===== src/rtl/uart_tx_ctrl.sv =====
// UART transmitter with a CPU-side byte FIFO.
// 8N1 framing, fixed baud divider, sticky overflow flag.
module uart_tx_ctrl #(
    parameter int CLKS_PER_BIT = 868,
    parameter int FIFO_AW      = 4
) (
    input  logic               sysclk,
    input  logic               cpu_resetn,
    input  logic               wr_en,
    input  logic [7:0]         wr_data,
    output logic               full,
    output logic               empty,
    output logic [FIFO_AW:0]   count,
    output logic               busy,
    output logic               ovf,
    output logic               uart_tx
);

    localparam int DEPTH = 2**FIFO_AW;
    localparam logic [15:0]        BAUD_MAX = 16'(CLKS_PER_BIT - 1);
    localparam logic [FIFO_AW:0]   CNT_FULL = (FIFO_AW+1)'(DEPTH);
    localparam logic [FIFO_AW:0]   CNT_ONE  = 1;
    localparam logic [FIFO_AW-1:0] PTR_ONE  = 1;

    typedef enum logic [1:0] {IDLE, START, DATA, STOP} state_t;

    logic [7:0]         mem [DEPTH];
    logic [FIFO_AW-1:0] wr_ptr_q, wr_ptr_d;
    logic [FIFO_AW-1:0] rd_ptr_q, rd_ptr_d;
    logic [FIFO_AW:0]   count_q, count_d;
    logic               ovf_q, ovf_d;
    state_t             state_q, state_d;
    logic [15:0]        baud_q, baud_d;
    logic [2:0]         bit_q, bit_d;
    logic [7:0]         shreg_q, shreg_d;
    logic               tx_q, tx_d;
    logic               push, pop, baud_end;

    // Flags come from registered occupancy only, so a same-cycle pop
    // never makes a write legal while full.
    assign full     = (count_q == CNT_FULL);
    assign empty    = (count_q == '0);
    assign push     = wr_en && !full;
    assign baud_end = (baud_q == BAUD_MAX);

    always_comb begin
        wr_ptr_d = push ? wr_ptr_q + PTR_ONE : wr_ptr_q;
        rd_ptr_d = pop  ? rd_ptr_q + PTR_ONE : rd_ptr_q;
        ovf_d    = ovf_q | (wr_en & full);
        count_d  = count_q;
        if (push && !pop)
            count_d = count_q + CNT_ONE;
        else if (!push && pop)
            count_d = count_q - CNT_ONE;
    end

    always_comb begin
        state_d = state_q;
        baud_d  = baud_q;
        bit_d   = bit_q;
        shreg_d = shreg_q;
        pop     = 1'b0;
        tx_d    = 1'b1;
        unique case (state_q)
            IDLE: begin
                tx_d = 1'b1;
                if (!empty) begin
                    pop     = 1'b1;
                    shreg_d = mem[rd_ptr_q];
                    baud_d  = '0;
                    state_d = START;
                end
            end
            START: begin
                tx_d = 1'b0;
                if (baud_end) begin
                    baud_d  = '0;
                    bit_d   = '0;
                    state_d = DATA;
                end else begin
                    baud_d = baud_q + 16'd1;
                end
            end
            DATA: begin
                tx_d = shreg_q[bit_q];
                if (baud_end) begin
                    baud_d = '0;
                    if (bit_q == 3'd7) begin
                        bit_d   = '0;
                        state_d = STOP;
                    end else begin
                        bit_d = bit_q + 3'd1;
                    end
                end else begin
                    baud_d = baud_q + 16'd1;
                end
            end
            STOP: begin
                tx_d = 1'b1;
                if (baud_end) begin
                    baud_d = '0;
                    // Chain straight into the next frame when data waits.
                    if (!empty) begin
                        pop     = 1'b1;
                        shreg_d = mem[rd_ptr_q];
                        state_d = START;
                    end else begin
                        state_d = IDLE;
                    end
                end else begin
                    baud_d = baud_q + 16'd1;
                end
            end
            default: state_d = IDLE;
        endcase
    end

    always_ff @(posedge sysclk) begin
        if (push)
            mem[wr_ptr_q] <= wr_data;
    end

    always_ff @(posedge sysclk or negedge cpu_resetn) begin
        if (!cpu_resetn) begin
            wr_ptr_q <= '0;
            rd_ptr_q <= '0;
            count_q  <= '0;
            ovf_q    <= 1'b0;
            state_q  <= IDLE;
            baud_q   <= '0;
            bit_q    <= '0;
            shreg_q  <= '0;
            tx_q     <= 1'b1;
        end else begin
            wr_ptr_q <= wr_ptr_d;
            rd_ptr_q <= rd_ptr_d;
            count_q  <= count_d;
            ovf_q    <= ovf_d;
            state_q  <= state_d;
            baud_q   <= baud_d;
            bit_q    <= bit_d;
            shreg_q  <= shreg_d;
            tx_q     <= tx_d;
        end
    end

    assign count   = count_q;
    assign busy    = (state_q != IDLE);
    assign ovf     = ovf_q;
    assign uart_tx = tx_q;

endmodule

===== config.mk =====
export PLATFORM = sky130hd
export DESIGN_NAME = uart_tx_ctrl
export DESIGN_NICKNAME = d
export VERILOG_FILES = /design/src/rtl/uart_tx_ctrl.sv
export SDC_FILE = /design/constraint.sdc
export NUM_CORES = 1
export LEC_CHECK = 0
export CAP_MARGIN = 20
export CORE_AREA = 4 4 110 112
export CTS_CLUSTER_SIZE = 16
export DETAILED_ROUTE_END_ITERATION = 8
export DIE_AREA = 0 0 114 116
export DONT_BUFFER_PORTS = 1
export HOLD_SLACK_MARGIN = 0.05
export PLACE_DENSITY = 0.9
export SLEW_MARGIN = 25
export SYNTH_ARGS = -nofsm -noshare
export SYNTH_HDL_FRONTEND = slang
export SYNTH_SLANG_ARGS = --single-unit

===== constraint.sdc =====
create_clock -name sysclk -period 6.7 [get_ports sysclk]
set_clock_uncertainty 0.1 [all_clocks]
set_input_delay 1.34 -clock sysclk [delete_from_list [all_inputs] [get_ports sysclk]]
set_output_delay 1.34 -clock sysclk [all_outputs]
set_load 0.005 [all_outputs]

Word level (Yosys, flattened, before mapping)
Memories as Yosys holds them, arrays and structs flattened.
Index checks and enable logic that the tools add are counted.
W data, S select, Z words.
{"block": "op_classes", "add_sub_neg": 6, "magnitude_cmp": 1, "n_eq_ne": 11, "muxes": 27, "n_bitwise": 2, "n_reduce_logical": 17}
{"op": "$mux W16", "n": 2}
{"op": "$pmux W16 S2", "n": 1}
{"op": "$add A16 B1 Y16 const B", "n": 1}
{"op": "$eq A16 B10 Y1 const B", "n": 1}
{"op": "$mux W8", "n": 2}
{"op": "$pmux W8 S2", "n": 1}
{"op": "$mux W2", "n": 5}
{"op": "$mux W5", "n": 2}
{"op": "$ne A2 B2 Y1 const B", "n": 5}
{"op": "$mux W3", "n": 3}
{"op": "$add A4 B1 Y4 const B", "n": 2}
{"op": "$pmux W2 S4", "n": 1}
{"op": "$reduce_bool A2 Y1", "n": 4}
{"op": "$mux W1", "n": 6}
{"op": "$pmux W3 S2", "n": 1}
{"op": "$add A5 B1 Y5 const B", "n": 1}
{"op": "$eq A5 B5 Y1 const B", "n": 1}
{"op": "$logic_not A5 Y1", "n": 1}
{"op": "$reduce_and A5 Y1", "n": 1}
{"op": "$sub A5 B1 Y5 const B", "n": 1}
{"op": "$eq A2 B2 Y1 const B", "n": 2}
{"op": "$lt A3 B4 Y1 const B", "n": 1}
{"op": "$add A3 B1 Y3 const B", "n": 1}
{"op": "$bmux W1 S3", "n": 1}
{"op": "other kinds (13)", "n": 17}
{"block": "word_totals", "reg_bits": 44, "ramBits": 128, "in_bits": 11, "output_inout_bits": 10, "elab_cells": 74, "n_memories": 1}
{"memory": "mem", "depth": 16, "width": 8, "read_ports": 1, "rd_clocked_by_memory_dff": 0, "wr": 1, "line_no": "27", "source": "logic [7:0] mem [DEPTH];"}

Longest topological paths before layout
{"block": "depth", "ltp_word": 7, "mapped_depth": 15}

Worst setup path before layout
No wires, ideal clock.
{"block": "synth_path", "kind": "input port to flip-flop", "from": "input wr_en", "to": "register count_q[4], in the netlist count[4]", "setup_ns": 0.123, "arrival_ns": 2.900, "required_time_ns": 6.477, "slack_ns": 3.577, "stages": 10, "cell_sequence": "nor2b_1 > buf_2 > ha_1 > inv_1 > fa_1 > a21o_1 > a21oi_1 > xnor2_1 > nor2_1 > xnor2_1"}
{"block": "synth_via", "elab_chain_len": 4, "word_cells_on_any_way": 6, "classes_between": "1 x mux; 5 x reduce/logical"}
{"element": "from (decl)", "line_no": "9", "source": "input logic wr_en,"}
{"element": "$logic_and A1 B1 Y1 *", "line_no": "43", "source": "assign push = wr_en && !full;"}
{"element": "net push", "line_no": "37", "source": "logic push, pop, baud_end;"}
{"element": "$logic_not A1 Y1", "line_no": "53", "source": "else if (!push && pop)"}
{"element": "$logic_and A1 B1 Y1", "line_no": "53"}
{"element": "$reduce_bool A2 Y1 (no line)"}
{"element": "to (signal assigned)", "line_no": "137", "source": "count_q <= count_d;"}
{"element": "to (decl)", "line_no": "30", "source": "logic [FIFO_AW:0] count_q, count_d;"}
Mark *: on every way through the listed nets, which the timed path passes. The rest lies on a longest branch.
A chain may end at the register's enable or synchronous reset.

Worst setup path after layout
{"block": "layout_path", "from": "input wr_en", "to": "register count_q[4], in the netlist count[4]"}
{"block": "layout_via", "elab_chain_len": 4, "word_cells_on_any_way": 6, "classes_between": "1 x mux; 5 x reduce/logical"}
{"element": "$logic_and A1 B1 Y1 *", "line_no": "43"}
{"element": "$logic_not A1 Y1", "line_no": "53"}
{"element": "$logic_and A1 B1 Y1", "line_no": "53"}
{"element": "$reduce_bool A2 Y1 (no line)"}
Mark *: on every way between the ends. The rest lies on a longest branch, timed or not.

==> results.tsv <==
stage	metric	value	unit
floorplan	start_util	0.6638	
logic_synthesis	ys_seq_elements	172	
logic_synthesis	synth_top_area_cell	edfxtp_1	
logic_synthesis	synth_edf_count	128	
clock_tree	htreeDepth	4	
clock_tree	clockBufferDepth	2	
floorplan	io_pins	21	
routing	wirelength	13700	microns
floorplan	die_h	116	microns
logic_synthesis	yosys-top-cells-area	edfxtp_1 52%, dfrtp_1 14%, mux4_2 8.2%	
timing	whs	0.3924	ns
clock_tree	clkSinkCount	172	
timing	tightest_slew	1.066	ns
logic_synthesis	syn_nets	513	
floorplan	rows	39	
critical_path	critPathArrivalTime	3.53	ns
power	power_density	438.3	nW/um^2
finish	utilization	0.7241	
place	post-dp-hpwl	8659	microns
logic_synthesis	ys_seq_area_frac	0.6639	
logic_synthesis	synth_adder_area_share	0.03292	
clock_tree	numCtsBuffers	17	
routing	drtPass1Iterations	5	
min_path	hold_path_class	flop to flop	
place	gp_congestion	0.8518	
routing	drt.antenna.violating_nets	0	
run	maxCapViolCount	0	
clock_tree	cts_tree	yes	
power	clkPwrFrac	0.276	
critical_path	r2r_setup_slack	3.44	ns
floorplan	die_w	114	microns
logic_synthesis	netlist_area	7450	sq um
clock_tree	cts-resized-gates	0	
timing	timing.final.crit_share	0.4971	
floorplan	dieArea	13220	sq um
finish	final_area	8127	sq um
place	placed_area	7497	sq um
clock_tree	insertion_delay	0.43	ns
critical_path	start_kind	input port	
routing	routedWlPerCell	21.50	microns
clock_tree	cts_root_buf	clkbuf_16	
finish	fill_cells	653	
timing	hold_violations	0	
timing	layout_min_cycle_time	3.331	ns
power	switching_share	0.3458	
critical_path	path_max_fanout	9	
critical_path	crit_path_end_kind	flop	
routing	first_iter_violations	414	
timing	tns	0	ns
power	p_comb_frac	0.302	
timing	final-setup-viol-count	0	
global_routing	grt_max_degree	45	
power	ir_drop	0.0003154	V
logic_synthesis	synth-compound-area-share	0.05862	
power	p_seq_frac	0.422	
logic_synthesis	synth_mux_area_frac	0.1206	
global_routing	grt_usage	0.2247	
clock_tree	cts_hold_buf	0	
power	p_switching	1.232	mW
routing	avgViaCountPerCell	6.328	
global_routing	grt.overflow.total	0	
floorplan	core_area	11220	sq um
clock_tree	clkTransAtPathRegs	0.07	ns
timing	rsz0062_at_grt	no	
logic_synthesis	synthXorXnorAreaFrac	0.01646	
logic_synthesis	synth_top_family_by_area	multiplexers	
finish	final_common_cell	edfxtp_1	
logic_synthesis	yosys_warnings	0	
finish	diodes	0	
finish	nNetsFinal	511	
logic_synthesis	synth-simple-area-share	0.08062	
timing	max_freq	300.2	MHz
finish	synthToLayoutAreaGrowth	9.086	%
finish	mostFrequentLayoutCells	128 x edfxtp_1, 42 x dfrtp_1, 36 x nor2_1, 27 x mux4_2, 24 x a21oi_1	
global_routing	grt_pass1_wl	22150	microns
timing	relSlewSlack	0.2893	
critical_path	criticalPathCategory	input port to flop	
critical_path	required	6.90	ns
clock_tree	post-cts-setup-buffer-count	0	
logic_synthesis	netlist_instances	483	
finish	drive_gt1_frac	0.1579	
timing	drv_slew	0	
run_status	status	finished clean	
logic_synthesis	synth_top_area_share	0.5160	
power	power.internal	2.330	mW
routing	drcViolationCount	0	
global_routing	first_global_vias	4298	
logic_synthesis	async_flop_share	0.2558	
logic_synthesis	avgSynthCellArea	15.42	sq um
place	port_buffers	0	
logic_synthesis	synth_ff_type	edfxtp_1	
global_routing	antenna_found_initial	0	
routing	dr_total_vias	4031	
power	p_leak	2.879	nW
logic_synthesis	synth_cell_types	49	
-- flip-flops by register name (all words and copies together), names as in the netlist --
name,cells
uart_tx,1
mem,128
baud_q,16
state_q,2
rd_ptr_q,4
wr_ptr_q,4
bit_q,3
shreg_q,8
count,5
ovf,1
-- synth_stat cells, drive strengths merged (2+ instances only) --
cell type and n:
edfxtp 128, a21oi 25, a22o 3, mux4 27, nand3 9, a211oi 2, o21ai 24, mux2 5
xnor2 10, nor2b 11, and2 2, nand2 23, nor3 12, dfrtp 43, nor2 36, nand2b 3
a221oi 7, and3 3, a21o 4, xor2 4, ha 18, nor4 4, buf 18, clkbuf 5
or3 4, mux2i 23, nand4 4, inv 14
-- cells by family (layout without fill, tap and decap cells) --
logic type | after synthesis | count (layout)
buffers and inverters | 37 | 48
AND/OR/NAND/NOR | 116 | 116
multiplexers | 55 | 55
AO/OA/AOI/OAI | 70 | 70
XOR/XNOR | 14 | 14
adder cells (fa/ha/maj) | 19 | 19
flip-flops | 172 | 172
-- layer usage --
metal,up-vias,GRT usage,part of all wire
met2,129,0.3825,0.54
met4,0,0.07205,0.013
met5,-,0,0
met1,2044,0.2881,0.40
met3,20,0.05587,0.052
li1,1838,-,-
-- final timing paths --
kind,depth (start not counted),end,from
max in group asynchronous,0,uart_tx,cpu_resetn
hold / removal,1,ovf,ovf
setup / recovery,9,count[4],wr_en
setup reg to reg,12,count[4],count[0]
min in group asynchronous,0,shreg_q[5],cpu_resetn
hold reg to reg,1,ovf,ovf
-- critical path: stages --
cell     delay, ns
nor2b_1       0.64
ha_1          0.31
inv_1         0.11
fa_1          0.42
a21o_1        0.18
a21oi_1       0.19
xnor2_1       0.14
nor2_1        0.07
xnor2_1       0.13
-- stage by stage --
step                power (mW)  setup slack (ns)  std cells
finish                   3.562             3.369        637
global route             3.745             3.230        637
CTS                      3.569             3.365        637
detailed placement       2.583             3.057        605
global placement         2.522             3.155        605
floorplan                2.366             3.577        483
-- power by group through the flow --
stage / Clock [mW] / Combinational, mW / Sequential (mW)
3_3_place_gp: 0 / 1.02 / 1.51
3_5_place_dp: 0 / 1.06 / 1.52
4_1_cts: 0.993 / 1.08 / 1.50
2_1_floorplan: 0 / 0.947 / 1.42
5_1_grt: 1.05 / 1.17 / 1.52
6_report: 0.982 / 1.08 / 1.50
-- area by class of cell --
type / count / area (sq um) / area share
Timing Repair Buffer: 2 / 15.01 / 0.001848
Sequential cell: 172 / 4947 / 0.6088
Clock inverter: 15 / 183.9 / 0.02263
Clock buffer: 17 / 425.4 / 0.05235
Multi-Input combinational cell: 274 / 2323 / 0.2859
Inverter: 14 / 52.55 / 0.006467
Tap cell: 143 / 178.9 / 0.02202
(Power assumes the default switching activity.)
